**src/rtl/hss_impair_sched.sv**
```systemverilog
// hss_impair_sched: LFSR-driven skew and link-down impairment scheduler for one HSS lane
module hss_impair_sched #(
  parameter int          DATAWIDTH     = 20,
  parameter int          WORD_SKEW_MOD = 6,
  parameter logic [31:0] LFSR_SEED     = 32'h0000_0001,
  parameter int          GUARD_LEN     = 16
) (
  input  logic        clk,
  input  logic        rst_n,
  input  logic        enable,
  input  logic [1:0]  cfg_mode,
  input  logic [11:0] cfg_period,
  input  logic [15:0] cfg_down_len,
  input  logic [11:0] cfg_down_mask,
  input  logic        force_down,
  input  logic        skew_ack,
  output logic        skew_req,
  output logic [4:0]  bit_skew,
  output logic [3:0]  word_skew,
  output logic        link_down,
  output logic [2:0]  state,
  output logic [15:0] event_cnt,
  output logic        busy
);
  typedef enum logic [2:0] {
    IDLE     = 3'd0,
    RUN      = 3'd1,
    DECIDE   = 3'd2,
    SKEW_REQ = 3'd3,
    DOWN     = 3'd4,
    RECOVER  = 3'd5
  } state_t;
  localparam logic [31:0] TAPS     = 32'h8020_0003;
  localparam logic [4:0]  DW       = 5'(DATAWIDTH);
  localparam logic [3:0]  WM       = 4'(WORD_SKEW_MOD);
  localparam logic [15:0] GUARD_M1 = 16'(GUARD_LEN - 1);
  state_t      state_q, state_d;
  logic [31:0] lfsr_q, lfsr_d;
  logic [11:0] period_cnt_q, period_cnt_d;
  logic [15:0] down_cnt_q, down_cnt_d;
  logic        pending_q, pending_d;
  logic        skew_req_q, skew_req_d;
  logic        link_down_q, link_down_d;
  logic        busy_q, busy_d;
  logic [4:0]  bit_skew_q, bit_skew_d;
  logic [3:0]  word_skew_q, word_skew_d;
  logic [15:0] event_cnt_q, event_cnt_d;
  logic [4:0]  bit_c;
  logic [3:0]  word_c;
  logic [3:0]  word_raw;
  logic [15:0] down_m1;
  logic        trig;
  logic        force_now;
  logic        ev_inc;
  // Candidates are folded into range with a single subtraction; raw values never exceed twice the modulus.
  assign bit_c     = lfsr_q[4:0] >= DW ? lfsr_q[4:0] - DW : lfsr_q[4:0];
  assign word_raw  = {1'b0, lfsr_q[10:8]};
  assign word_c    = word_raw >= WM ? word_raw - WM : word_raw;
  assign down_m1   = cfg_down_len == 16'd0 ? 16'd0 : cfg_down_len - 16'd1;
  assign trig      = cfg_mode == 2'b11 && (lfsr_q[11:0] & cfg_down_mask) == cfg_down_mask;
  assign force_now = pending_q | force_down;
  // Next-state, counters and next values of the registered outputs.
  always_comb begin
    state_d      = state_q;
    period_cnt_d = period_cnt_q;
    down_cnt_d   = down_cnt_q;
    pending_d    = pending_q | force_down;
    bit_skew_d   = bit_skew_q;
    word_skew_d  = word_skew_q;
    ev_inc       = 1'b0;
    lfsr_d       = enable ? ({1'b0, lfsr_q[31:1]} ^ (lfsr_q[0] ? TAPS : 32'h0)) : lfsr_q;
    if (!enable) begin
      state_d   = IDLE;
      pending_d = 1'b0;
    end else begin
      case (state_q)
        IDLE: begin
          state_d      = RUN;
          period_cnt_d = 12'd0;
        end
        RUN: begin
          if (cfg_period != 12'd0 && period_cnt_q >= cfg_period - 12'd1) state_d = DECIDE;
          else if (cfg_period == 12'd0 && pending_q) state_d = DECIDE;
          else period_cnt_d = period_cnt_q + 12'd1;
        end
        DECIDE: begin
          if (force_now || trig) begin
            state_d    = DOWN;
            pending_d  = 1'b0;
            down_cnt_d = 16'd0;
            ev_inc     = 1'b1;
          end else if (cfg_mode != 2'b00) begin
            state_d     = SKEW_REQ;
            word_skew_d = word_c;
            bit_skew_d  = cfg_mode[1] ? bit_c : bit_skew_q;
            ev_inc      = 1'b1;
          end else begin
            state_d      = RUN;
            period_cnt_d = 12'd0;
          end
        end
        SKEW_REQ: begin
          if (skew_ack) begin
            state_d      = RUN;
            period_cnt_d = 12'd0;
          end
        end
        DOWN: begin
          if (down_cnt_q >= down_m1) begin
            state_d    = RECOVER;
            down_cnt_d = 16'd0;
          end else down_cnt_d = down_cnt_q + 16'd1;
        end
        RECOVER: begin
          if (down_cnt_q >= GUARD_M1) begin
            state_d      = RUN;
            period_cnt_d = 12'd0;
          end else down_cnt_d = down_cnt_q + 16'd1;
        end
        default: state_d = IDLE;
      endcase
    end
    skew_req_d  = state_d == SKEW_REQ;
    link_down_d = state_d == DOWN;
    busy_d      = state_d != IDLE;
    event_cnt_d = ev_inc && event_cnt_q != 16'hFFFF ? event_cnt_q + 16'd1 : event_cnt_q;
  end
  // State and output registers; reset clears an active window or request at once.
  always_ff @(posedge clk or negedge rst_n) begin
    if (!rst_n) begin
      state_q      <= IDLE;
      lfsr_q       <= LFSR_SEED;
      period_cnt_q <= 12'd0;
      down_cnt_q   <= 16'd0;
      pending_q    <= 1'b0;
      skew_req_q   <= 1'b0;
      link_down_q  <= 1'b0;
      busy_q       <= 1'b0;
      bit_skew_q   <= 5'd0;
      word_skew_q  <= 4'd0;
      event_cnt_q  <= 16'd0;
    end else begin
      state_q      <= state_d;
      lfsr_q       <= lfsr_d;
      period_cnt_q <= period_cnt_d;
      down_cnt_q   <= down_cnt_d;
      pending_q    <= pending_d;
      skew_req_q   <= skew_req_d;
      link_down_q  <= link_down_d;
      busy_q       <= busy_d;
      bit_skew_q   <= bit_skew_d;
      word_skew_q  <= word_skew_d;
      event_cnt_q  <= event_cnt_d;
    end
  end
  assign skew_req  = skew_req_q;
  assign bit_skew  = bit_skew_q;
  assign word_skew = word_skew_q;
  assign link_down = link_down_q;
  assign state     = state_q;
  assign event_cnt = event_cnt_q;
  assign busy      = busy_q;
endmodule

```
**config.mk**
```make
export PLATFORM = sky130hd
export DESIGN_NAME = hss_impair_sched
export DESIGN_NICKNAME = d
export VERILOG_FILES = /design/src/rtl/hss_impair_sched.sv
export SDC_FILE = /design/constraint.sdc
export NUM_CORES = 1
export LEC_CHECK = 0
export CORE_ASPECT_RATIO = 1.25
export CORE_MARGIN = 2
export CORE_UTILIZATION = 50
export DETAILED_ROUTE_END_ITERATION = 12
export PLACE_DENSITY = 0.74
export RECOVER_POWER = 25
export SYNTH_ARGS = -nofsm -noshare
export SYNTH_HDL_FRONTEND = slang
export SYNTH_SLANG_ARGS = --single-unit
```
**constraint.sdc**
```tcl
create_clock -name clk -period 5.9 [get_ports clk]
set_input_delay 0.885 -clock clk [delete_from_list [all_inputs] [get_ports clk]]
set_output_delay 0.885 -clock clk [all_outputs]
set_load 0.02 [all_outputs]
```
==> impl_results.md <==
* Run status: finished, violations left
* Failing checks: capacitance limit, slew limit
* Largest net degree at the start of global routing at slightly below 60
* Initial antenna violation count at 0
* Post-Syn Area at 5620 µm²
* Routed length per instance at 16.2 µm
* Setup Buffers After CTS at 0
* Hold Crit Class: reg -> reg
* Via count of the first global-routing pass at 4668
* Crit Path Class: in -> reg
* Fmax at 0.193 GHz
* Synth warnings at 0
* Die area at 12100 µm²
* Resized Gates After CTS at 0
* Ranking of synthesized cells by area: dfrtp_1 41%, ha_1 8.5%, mux2_2 5.4%
* Clock Path Buffers at 2
* WL final at roughly 13 mm
* Layout cells sized above 1 at 0.0806
* Die Ht at 122 µm
* DP HPWL at 9.79 mm
* First-pass GRT wire length at between 20 and 25 mm
* Starting Density at 0.509
* Final Slew Violations at 82
* # clock sinks at 92
* Final Cycle Share at 0.877
* Largest area contributor in the netlist: dfrtp_1
* Worst EP required at 6.17 ns
* Power Dens Cells at around 260 nW/µm²
* Slew HR at -0.329
* Routed vias at ~4800
* First DRT Iteration DRCs at 316
* Area post-placement at 6510 µm²
* Crit. End Element: flip-flop
* Clock skew at a little under 0.006 ns
* Maximum vdd drop at approximately 0.19 mV
* Tmin final at 5.17 ns
* Unrepaired setup endpoints after global routing: false
* Nets@finish at between 700 and 800
* FFs w/ async S/R, synth at 1.00
* Setup ws final at 0.726 ns
* Syn Nets at 674
* CTS Buf Count at 9
* Core area at 11000 µm²
* Post-layout instance area at 6810 µm²
* Seq/Total Area, Yosys at 0.410
* EDFF count, synth at 0
* Post-Syn Instances at a little under 600
* CTS root buffer: clkbuf_16
* Final Hold Vio Count at 0
* Dpl cells at 789
* Clock-pin slew on the worst setup and hold paths at 0.06 ns
* Non-filler cells in the finished layout at 805
* CTS tree: built
* Nature of the critical path startpoint: input pin
* CP Data Arrival Time at 5.44 ns
* Grt ovf at 0
* Syn-to-layout area delta at 21.3%
* Max-Cap Viols at 2
* Chip Width at 98.8 µm
* I/O pins at 78
* GRT Overall Usage at 0.219
* Port bufs at 77
* Ys flop type: dfrtp_1
* Routed Antenna Nets at 0
* Final setup TNS at 0 ns
* Static Leak at 2.97 nW
* Final setup fails at 0
* Most common cell in the synthesized netlist: dfrtp_1
* Crit-path max FO at 16
* Slew @ Worst Pin at roughly 2.0 ns
* Antenna cells at 0
* Distinct cells, synth at 60
* Total power at around 0.0018 W
* Rows at 43
* Post-Place Setup Slack at 0.494 ns
* Yosys reg bits at 92
* Post-route DRC at 0
* Vias per inst at 6.02
* DR pass1 iterations at 8
* Post-Syn Area per Cell at 9.53 µm²
* H-tree depth at 3
* Most frequent cells after synthesis: 91 x dfrtp_1, 74 x nand2_1, 38 x ha_1
* Layout fillers at 918
* Placer congestion estimate at ~0.91
* Top-area cell type share of the netlist area at 0.406
* Cts hold-fix bufs at 0
* Worst skew pair latency at 0.33 ns
-- report_power, final --
group          internal (W)  total, W  switching (W)  leakage [nW]
Combinational      0.000178  0.000358       0.000180          1.62
Sequential         0.000752  0.000846      0.0000941          1.20
Clock              0.000353  0.000586       0.000232         0.150
Total               0.00128   0.00179       0.000507          2.97
-- critical path, cell delays in order --
cell and delay [ns]:
clkdlybuf4s50_1 0.49, or4_1 0.57, nor4_1 0.34, nand2b_1 0.18, nor3_1 0.16, nand4b_1 0.11, buf_4 0.20, and2_1 0.17
ha_1 0.26, nand2b_1 0.14, a2111oi_0 0.40, o31ai_1 0.19, o31ai_1 0.89, a221o_1 0.30, a22o_1 0.14
-- kinds of logic (layout without fill, tap and decap cells) --
kind of cell,after synthesis,after routing,share of synthesized area
adders and majority gates,38,38,0.0847
xor gates and xnor gates,39,39,0.0608
AOI/OAI and AO/OA,110,110,0.142
buffers and inverters,40,121,0.0283
and+or+nand+nor,242,242,0.217
DFF,92,92,0.410
muxes,28,28,0.0561
-- layout by cell type, fill, tap and decap left out, types with 10 or more instances in the layout --
cell | netlist | layout
dfrtp_1 | 91 | 91
clkdlybuf4s50_1 | 0 | 75
nand2_1 | 74 | 74
ha_1 | 38 | 38
nor2_1 | 34 | 34
nand3_1 | 29 | 29
mux2_2 | 27 | 27
inv_1 | 24 | 24
nor3_1 | 24 | 24
o21ai_0 | 23 | 23
xnor2_1 | 22 | 22
a21oi_1 | 20 | 20
xor2_1 | 17 | 17
and3_1 | 16 | 16
nand4_1 | 13 | 13
a221o_1 | 10 | 10
-- per-layer routing --
| layer | part of all wire | track usage | up-vias |
|---|---|---|---|
| met5 | 0 | 0 | - |
| met4 | 0.018 | 0.0771 | 0 |
| met2 | 0.53 | 0.397 | 136 |
| li1 | - | - | 2328 |
| met1 | 0.41 | 0.268 | 2359 |
| met3 | 0.042 | 0.0285 | 20 |
-- final cells by class --
type / instances / area [µm²] / share of cell area
repair buffers: 81 / 788 / 0.116
inverters: 24 / 90.1 / 0.0132
multi-input cells: 457 / 3150 / 0.463
clock buffers: 13 / 260 / 0.0382
well taps: 135 / 169 / 0.0248
flip-flops and latches: 92 / 2300 / 0.338
clock inverters: 3 / 47.5 / 0.00698
-- through the flow --
stage / util / hold WS, ns
final: 0.618 / 0.484
after global routing: 0.618 / 0.513
after CTS: 0.618 / 0.488
after detailed placement: 0.591 / 0.473
after global placement: 0.591 / 0.464
after floorplan: - / 0.449
-- final timing paths --
kind / from / end / slack (ns) / cells past startpoint
max in group asynchronous: rst_n / event_cnt[15] / 2.66 / 2
max reg2reg: down_cnt_q[13] / down_cnt_q[14] / 2.98 / 7
min reg2reg: bit_skew[2] / bit_skew[2] / 0.48 / 2
min: bit_skew[2] / bit_skew[2] / 0.48 / 2
min in group asynchronous: rst_n / lfsr_q[25] / 1.03 / 1
max: cfg_down_len[5] / down_cnt_q[14] / 0.73 / 15
-- registers in the layout, summed over array words and instances, names as in the netlist --
name          count
busy              1
period_cnt_q     12
skew_req          1
state             3
bit_skew          5
down_cnt_q       16
pending_q         1
lfsr_q           32
link_down         1
word_skew         4
event_cnt        16
Power figures use the tool's default switching activity.
